==> config.mk <==
export PLATFORM = sky130hd
export DESIGN_NAME = alu_mp_sequencer
export DESIGN_NICKNAME = d
export VERILOG_FILES = /design/src/rtl/alu_mp_sequencer.sv
export SDC_FILE = /design/constraint.sdc
export NUM_CORES = 1
export LEC_CHECK = 0
export CAP_MARGIN = 20
export CORE_ASPECT_RATIO = 0.8
export CORE_UTILIZATION = 40
export DETAILED_ROUTE_END_ITERATION = 8
export GPL_TIMING_DRIVEN = 0
export PLACE_DENSITY = 0.66
export SLEW_MARGIN = 20
export SYNTH_ARGS = -nofsm -noshare
export SYNTH_HDL_FRONTEND = slang
export SYNTH_SLANG_ARGS = --single-unit
==> constraint.sdc <==
create_clock -name clk -period 1.9 [get_ports clk]
set_input_delay 0.285 -clock clk [delete_from_list [all_inputs] [get_ports clk]]
set_output_delay 0.285 -clock clk [all_outputs]
set_load 0.01 [all_outputs]
==> src/rtl/alu_mp_sequencer.sv <==
// Multi-precision arithmetic sequencer: runs NBYTES-wide add/sub/shl1/shr1 one byte
// per cycle through the core's external combinational 8-bit ALU, chaining carry itself.
module alu_mp_sequencer #(
  parameter int NBYTES = 2
) (
  input  logic                  clk,
  input  logic                  rst_n,
  input  logic                  start_i,
  input  logic [1:0]            op_sel_i,
  input  logic [8*NBYTES-1:0]   a_i,
  input  logic [8*NBYTES-1:0]   b_i,
  output logic                  busy_o,
  output logic                  done_o,
  output logic [8*NBYTES-1:0]   result_o,
  output logic                  carry_o,
  output logic                  neg_o,
  output logic                  zero_o,
  output logic [7:0]            alu_rs_o,
  output logic [7:0]            alu_rt_o,
  output logic [8:0]            alu_op_o,
  input  logic [7:0]            alu_result_i,
  input  logic                  alu_carry_i
);

  localparam int KW = (NBYTES > 1) ? $clog2(NBYTES) : 1;

  // Core ALU mnemonics (upper 8 bits of the 9-bit opcode)
  localparam logic [7:0] ALU_ADD = 8'h01;
  localparam logic [7:0] ALU_NEG = 8'h02;
  localparam logic [7:0] ALU_LSL = 8'h03;
  localparam logic [7:0] ALU_LSR = 8'h04;
  localparam logic [7:0] ALU_OR  = 8'h05;

  localparam logic [1:0] SEL_ADD = 2'b00;
  localparam logic [1:0] SEL_SUB = 2'b01;
  localparam logic [1:0] SEL_SHL = 2'b10;
  localparam logic [1:0] SEL_SHR = 2'b11;

  typedef enum logic [2:0] {
    S_IDLE,
    S_PREP,
    S_OP,
    S_FIX,
    S_DONE
  } state_t;

  typedef logic [NBYTES-1:0][7:0] bytes_t;

  state_t        state, next_state;
  logic [1:0]    op_q;
  bytes_t        a_q, b_q, r_q, r_next;
  logic [KW-1:0] k_q, k_next;
  logic          cin_q, cin_next;
  logic          cout_q, cout_next;
  logic [7:0]    tmp_q, tmp_next;
  logic [7:0]    alu_mnem;
  logic          accept;
  logic          last_byte;
  logic          advance;
  logic          load_result;

  assign accept    = (state == S_IDLE) && start_i;
  assign last_byte = (op_q == SEL_SHR) ? (k_q == '0) : (k_q == KW'(NBYTES - 1));
  assign busy_o    = (state != S_IDLE);
  assign done_o    = (state == S_DONE);
  assign alu_op_o  = {alu_mnem, 1'b0};

  // Next-state and ALU drive; the carry-in of each byte is folded in by a separate FIX
  // cycle that adds 1 (add/sub) or ORs the carried bit into the vacated end (shifts).
  always_comb begin
    next_state  = state;
    alu_mnem    = 8'h00;
    alu_rs_o    = 8'h00;
    alu_rt_o    = 8'h00;
    r_next      = r_q;
    k_next      = k_q;
    cin_next    = cin_q;
    cout_next   = cout_q;
    tmp_next    = tmp_q;
    advance     = 1'b0;
    load_result = 1'b0;

    unique case (state)
      S_IDLE: begin
        if (start_i) begin
          next_state = (op_sel_i == SEL_SUB) ? S_PREP : S_OP;
          k_next     = (op_sel_i == SEL_SHR) ? KW'(NBYTES - 1) : '0;
          cin_next   = (op_sel_i == SEL_SUB);
        end
      end
      S_PREP: begin
        alu_mnem   = ALU_NEG;
        alu_rt_o   = b_q[k_q];
        tmp_next   = ~b_q[k_q];
        next_state = S_OP;
      end
      S_OP: begin
        alu_rs_o = a_q[k_q];
        unique case (op_q)
          SEL_ADD: begin
            alu_mnem  = ALU_ADD;
            alu_rt_o  = b_q[k_q];
            cout_next = alu_carry_i;
          end
          SEL_SUB: begin
            alu_mnem  = ALU_ADD;
            alu_rt_o  = tmp_q;
            cout_next = alu_carry_i;
          end
          SEL_SHL: begin
            alu_mnem  = ALU_LSL;
            alu_rt_o  = 8'h01;
            cout_next = a_q[k_q][7];
          end
          default: begin
            alu_mnem  = ALU_LSR;
            alu_rt_o  = 8'h01;
            cout_next = a_q[k_q][0];
          end
        endcase
        r_next[k_q] = alu_result_i;
        if (cin_q) next_state = S_FIX;
        else       advance    = 1'b1;
      end
      S_FIX: begin
        alu_rs_o = r_q[k_q];
        unique case (op_q)
          SEL_SHL: begin
            alu_mnem = ALU_OR;
            alu_rt_o = 8'h01;
          end
          SEL_SHR: begin
            alu_mnem = ALU_OR;
            alu_rt_o = 8'h80;
          end
          default: begin
            alu_mnem  = ALU_ADD;
            alu_rt_o  = 8'h01;
            cout_next = cout_q | alu_carry_i;
          end
        endcase
        r_next[k_q] = alu_result_i;
        advance     = 1'b1;
      end
      S_DONE: begin
        next_state = S_IDLE;
      end
      default: begin
        next_state = S_IDLE;
      end
    endcase

    if (advance) begin
      cin_next = cout_next;
      if (last_byte) begin
        next_state  = S_DONE;
        load_result = 1'b1;
      end else begin
        k_next     = (op_q == SEL_SHR) ? (k_q - KW'(1)) : (k_q + KW'(1));
        next_state = (op_q == SEL_SUB) ? S_PREP : S_OP;
      end
    end
  end

  // State and datapath registers; the visible result and flags only change when the
  // final byte completes, so they are valid in the done cycle and held afterwards.
  always_ff @(posedge clk or negedge rst_n) begin
    if (!rst_n) begin
      state    <= S_IDLE;
      op_q     <= 2'b00;
      a_q      <= '0;
      b_q      <= '0;
      r_q      <= '0;
      k_q      <= '0;
      cin_q    <= 1'b0;
      cout_q   <= 1'b0;
      tmp_q    <= 8'h00;
      result_o <= '0;
      carry_o  <= 1'b0;
      neg_o    <= 1'b0;
      zero_o   <= 1'b0;
    end else begin
      state  <= next_state;
      r_q    <= r_next;
      k_q    <= k_next;
      cin_q  <= cin_next;
      cout_q <= cout_next;
      tmp_q  <= tmp_next;
      if (accept) begin
        op_q <= op_sel_i;
        a_q  <= a_i;
        b_q  <= b_i;
      end
      if (load_result) begin
        result_o <= r_next;
        carry_o  <= cout_next;
        neg_o    <= r_next[NBYTES-1][7];
        zero_o   <= (r_next == '0);
      end
    end
  end

endmodule
==> results of run 1 <==
[synth_stat cells, types with 3 or more instances]
master / count / area, sq um
o22ai_1: 7 / 43.8
o21ai_1: 3 / 15.0
nor2_1: 13 / 48.8
nand2b_1: 4 / 25.0
and2_1: 8 / 50.1
nor3_1: 3 / 15.0
mux4_2: 7 / 158
buf_2: 10 / 50.1
dfrtp_1: 82 / 2050
mux2_1: 7 / 78.8
buf_4: 10 / 75.1
nor3b_1: 3 / 22.5
buf_6: 5 / 56.3
nand2_1: 24 / 90.1
mux2i_1: 25 / 250
clkbuf_1: 3 / 11.3
inv_1: 19 / 71.3
a21oi_1: 10 / 50.1
o21ai_0: 17 / 85.1
nand4_1: 3 / 18.8
mux2_2: 38 / 428
[power groups by stage]
stage,Sequential (uW),Combinational (uW),Clock (uW)
detailed placement,3130,4860,0
floorplan,3070,3000,0
finish,3230,6390,1710
CTS,3220,5840,1740
global placement,3100,4750,0
global route,3340,6850,1830
[worst paths after layout]
path / from / cells past startpoint / to / slack, ns
max: k_q$_DFF_PN0_ / 7 / alu_rt_o[0] / -0.22
min: rst_n / 2 / b_q[15]$_DFFE_PN0P_ / 0.48
max reg2reg: k_q$_DFF_PN0_ / 9 / zero_o$_DFFE_PN0P_ / -0.16
min reg2reg: result_o[3]$_DFFE_PN0P_ / 2 / result_o[3]$_DFFE_PN0P_ / 0.48
max in group asynchronous: rst_n / 3 / tmp_q[2]$_DFFE_PN0P_ / 0.84
min in group clk: result_o[3]$_DFFE_PN0P_ / 2 / result_o[3]$_DFFE_PN0P_ / 0.48
[critical path, cell delays in order (launching register included)]
cell,delay (ns)
dfrtp_1,0.38
buf_6,0.14
buf_8,0.13
mux2_4,0.31
mux2i_1,0.13
nand2_1,0.06
a32o_1,0.21
buf_2,0.14
[final cells by class]
class	count	area, sq um
fill	739	3630
sequential	82	2050
clock buffer	10	229
clock inverter	5	62.6
buffer	29	267
inverter	20	75.1
timing repair buffer	125	1200
tap	119	149
multi-input combinational	207	1940
[sequential cells by signal, summed over array words and instances (netlist names), 2 cells and up]
signal,cells
b_q,16
result_o,16
r_q,16
tmp_q,8
a_q,16
state,3
op_q,2
[routing by layer]
layer	GRT usage, %	vias up	share of wire, %
li1	-	1443	-
met1	29.7	1563	46
met2	32.8	89	47
met3	5.64	14	5.2
met4	5.48	0	1.4
met5	0	-	0
[cell families (layout without fill, tap and decap cells)]
logic type | count (synthesis) | after routing | share of synthesized area [%]
compound gates | 56 | 56 | 8.90
flops | 82 | 82 | 51.9
buf+inv | 50 | 189 | 6.96
simple gates | 68 | 68 | 8.99
mux | 77 | 77 | 23.1
other cells | 1 | 6 | 0.0949
[timing repair]
action                                 CTS  global route
hold buffers                             1             0
cloned                                   2             0
pin swaps                               17             7
setup endpoints to repair               22            66
resized for setup                      148            41
endpoints found under the hold margin   38             0
buffers inserted                        24            12
[per-stage QoR]
stage                     util [%]  setup TNS (ns)  hold WS, ns
after floorplan                  -               0      -0.0106
after global placement        51.7         -209.87        0.468
after detailed placement      52.0          -10.90        0.299
after CTS                     60.0           -3.74        0.487
after global routing          62.2           -3.84        0.504
final                         62.2           -2.78        0.478
==> impl_metrics.json, run 1 <==
{
  "status": "finished, violations left",
  "violations": "setup timing",
  "grt_pass1_vias": 3122,
  "worst_ep_required_time_ns": 1.62,
  "p_per_area_mw_per_mm2": 1890,
  "hold_path_class": "input pin to async pin",
  "ant_nets": 0,
  "start_util_pct": 41.1,
  "vias": 3109,
  "layout_common_cells": "82 x dfrtp_1, 63 x clkdlybuf4s50_1, 38 x buf_4, 36 x mux2_2",
  "postSynthCellCount": 334,
  "clkPwrFrac_pct": 15.1,
  "antenna_found_initial": 0,
  "slew_headroom_pct": 65.3,
  "stdcell_area_sq_mm": 0.00598,
  "clkSinkCount": 82,
  "placed_cell_area_sq_mm": 0.00500,
  "die_y_um": 90.9,
  "grt_pass1_wl_mm": 16.5,
  "place.port_buffers": 85,
  "fin_crit_sh_pct": 112,
  "async_flop_share_pct": 100,
  "seq_power_share_pct": 28.5,
  "drt_iter0_drc": 155,
  "cp-start-kind": "register",
  "avgSynthCellArea_sq_um": 11.8,
  "drt_pass1_iterations": 4,
  "skew_ns": 0.00670,
  "num_io_pins": 92,
  "drcViolationCount": 0,
  "syn-cell-area_sq_mm": 0.00395,
  "die_w_um": 113,
  "grt_max_degree": 45,
  "dp_hpwl_mm": 6.95,
  "syn_to_final_growth_pct": 51.3,
  "grt_setup_unrepaired": "true",
  "power_frac_comb_pct": 56.4,
  "vias_per_cell": 5.21,
  "maxCapViolations": 0,
  "worstSkewPairLatency_ns": 0.33,
  "overflow": 0,
  "ys_types": 46,
  "dpl_worst_slack_ns": -0.708,
  "finalHoldViolCount": 0,
  "tightest_slew_ns": 0.521,
  "gp_congestion": 0.802,
  "cts_htree_levels": 3,
  "rows": 32,
  "yosys_warnings": 0,
  "setup_ws_ns": -0.222,
  "ys_seq_area_share_pct": 51.9,
  "cts_buffer_depth": 2,
  "finalNonFillerCells": 597,
  "critPathKind": "register to output pin",
  "cts_tree": "built",
  "total_power_uw": 11300,
  "final-setup-viol-count": 19,
  "cts_buffers": 9,
  "crit_path_end_kind": "output pin",
  "fin_crit_ns": 2.12,
  "wl_mm": 10.5,
  "ir_worst_vdd_mv": 0.696,
  "cts_root_buf": "clkbuf_16",
  "intPower_uw": 7230,
  "dieArea_sq_mm": 0.0103,
  "leakage_uw": 0.00268,
  "routedWlPerCell_um": 17.5,
  "switchingPower_uw": 4110,
  "fmax_mhz": 471,
  "final_common_cell": "dfrtp_1",
  "antenna_cells": 0,
  "synth_edf_count": 0,
  "yosys_register_bits": 82,
  "nets": 520,
  "design.core.area_sq_mm": 0.00961,
  "drv_slew": 0,
  "crit_fanout": 4,
  "crit_arrival_ns": 1.84,
  "switching_share_pct": 36.2,
  "synth_flop_cell": "dfrtp_1",
  "placedCellCount": 544,
  "clkTransAtPathRegs_ns": 0.06,
  "grtUsageTotal_pct": 21.3,
  "drive_above_1_share_pct": 40.4
}
Power figures use the tool's default switching activity.
==> run 2, diff against run 1 <==
CORE_MARGIN = 3   (was unset)
==> run 2 against run 1 <==
  * The run still ends with setup timing left
  * Non-clock buffer count is 1 higher
  * Largest power group unchanged
  * Critical path type unchanged
  * Clock power increased by 3%
  * Sequential share of layout area down 0.13 points
  * Combinational power grew 0.6%
  * Routed wire length rose by 3.7%
  * Sequential power hardly changed
  * Cell area rose by 0.44%
  * First-iteration DRC count increased by 5.8%
  * Core utilization is 2.0 points higher
  * Worst setup slack gained 0.0051 ns
  * Die area rose by 8.1%
==> impl_metrics.json, run 2 (synthesis results as in run 1) <==
{
  "status": "finished, violations left",
  "violations": "setup timing",
  "worstSkewPairLatency_ns": 0.33,
  "cp-start-kind": "register",
  "finalHoldViolCount": 0,
  "overflow": 0,
  "syn_to_final_growth_pct": 52.0,
  "slew_headroom_pct": 64.1,
  "dieArea_sq_mm": 0.0111,
  "crit_arrival_ns": 1.83,
  "layout_common_cells": "81 x dfrtp_1, 63 x clkdlybuf4s50_1, 41 x buf_4, 35 x mux2_2, 23 x nand2_1",
  "hold_slack_ns": 0.479,
  "total_power_uw": 11400,
  "dpl_worst_slack_ns": -0.670,
  "vias_per_cell": 5.05,
  "ant_nets": 0,
  "maxCapViolations": 0,
  "place.port_buffers": 85,
  "skew_ns": 0.00679,
  "cts_root_buf": "clkbuf_16",
  "rows": 31,
  "final_util_pct": 64.3,
  "start_util_pct": 42.3,
  "grtUsageTotal_pct": 20.2,
  "leakage_uw": 0.00268,
  "cts_buffer_depth": 2,
  "worst_ep_required_time_ns": 1.62,
  "drt_pass1_iterations": 4,
  "cts_tree": "built",
  "grt_pass1_wl_mm": 16.8,
  "wl_mm": 10.8,
  "final_common_cell": "dfrtp_1",
  "fin_crit_ns": 2.12,
  "finalNonFillerCells": 611,
  "placedCellCount": 557,
  "crit_path_end_kind": "output pin",
  "final-setup-viol-count": 19,
  "tightest_slew_ns": 0.538,
  "gp_congestion": 0.844,
  "critPathKind": "register to output pin",
  "grt_max_degree": 43,
  "drive_above_1_share_pct": 40.3,
  "clkSinkCount": 82,
  "nets": 521,
  "grt_setup_unrepaired": "true",
  "vias": 3086,
  "nFillCells": 702,
  "setup_ws_ns": -0.217,
  "antenna_found_initial": 0,
  "fin_crit_sh_pct": 111,
  "hold_path_class": "input pin to async pin",
  "routedWlPerCell_um": 17.7,
  "drt_iter0_drc": 164,
  "die_y_um": 94.9,
  "die_w_um": 117,
  "clkTransAtPathRegs_ns": 0.06,
  "cts_htree_levels": 3,
  "fmax_mhz": 472,
  "ir_worst_vdd_mv": 0.880,
  "drv_slew": 0,
  "dp_hpwl_mm": 7.13,
  "antenna_cells": 0,
  "crit_fanout": 3,
  "drcViolationCount": 0,
  "cts_buffers": 9,
  "num_io_pins": 92,
  "grt_pass1_vias": 3119,
  "design.core.area_sq_mm": 0.00935,
  "p_per_area_mw_per_mm2": 1900
}
## run 2: metal layers
metal	vias to the layer above	global-route usage [%]	wire, um
li1	1441	-	-
met2	76	30.9	5040
met4	0	6.02	99
met3	6	5.45	637
met5	-	0	0
met1	1563	28.2	5070
## run 2: critical path: stages (launching register included)
cell	delay, ns
dfrtp_1	0.37
buf_6	0.13
buf_6	0.13
mux2_4	0.31
mux2i_1	0.14
nand2_1	0.07
a32o_1	0.22
buf_2	0.14
## run 2: worst paths after layout
kind / startpoint / end / slack [ns] / depth (start not counted)
min in group clk: result_o[5]$_DFFE_PN0P_ / result_o[5]$_DFFE_PN0P_ / 0.49 / 2
worst min-delay path: rst_n / r_q[11]$_DFF_PN0_ / 0.48 / 2
worst max-delay path: k_q$_DFF_PN0_ / alu_rt_o[0] / -0.22 / 7
worst min register to register: result_o[5]$_DFFE_PN0P_ / result_o[5]$_DFFE_PN0P_ / 0.49 / 2
worst max register to register: k_q$_DFF_PN0_ / zero_o$_DFFE_PN0P_ / -0.15 / 9
max in group asynchronous: rst_n / b_q[15]$_DFFE_PN0P_ / 0.81 / 3
## run 2: cell type report
| type | count | area (sq um) | area share (%) |
|---|---|---|---|
| well taps | 132 | 165 | 2.75 |
| plain buffers | 29 | 282 | 4.69 |
| clock buffers | 10 | 239 | 3.98 |
| repair buffers | 126 | 1190 | 19.8 |
| inverters | 20 | 75.1 | 1.25 |
| multi-input cells | 207 | 1940 | 32.3 |
| clock inverters | 5 | 62.6 | 1.04 |
| flip-flops and latches | 82 | 2050 | 34.2 |
## run 2: where the power goes
| part | leakage [uW] | internal [uW] | switching, uW |
|---|---|---|---|
| registers | 0.000974 | 2640 | 610 |
| clock network | 0.000141 | 1050 | 706 |
| logic | 0.00157 | 3570 | 2860 |
| total | 0.00268 | 7270 | 4180 |
## run 2: what timing repair did
action                                  CTS  global route
cloned                                    2             0
hold buffers                              1             0
pin swaps                                19             6
buffers inserted                         22            16
hold endpoints to repair                 40             0
endpoints found under the setup margin   22            56
resized for setup                       153            29
## run 2: metrics by stage
stage	setup TNS (ns)	instance area [sq um]
after floorplan	0	3970
after global placement	-201.08	4990
after detailed placement	-10.90	5000
after CTS	-2.59	5780
after global routing	-3.43	6010
final	-2.25	6010
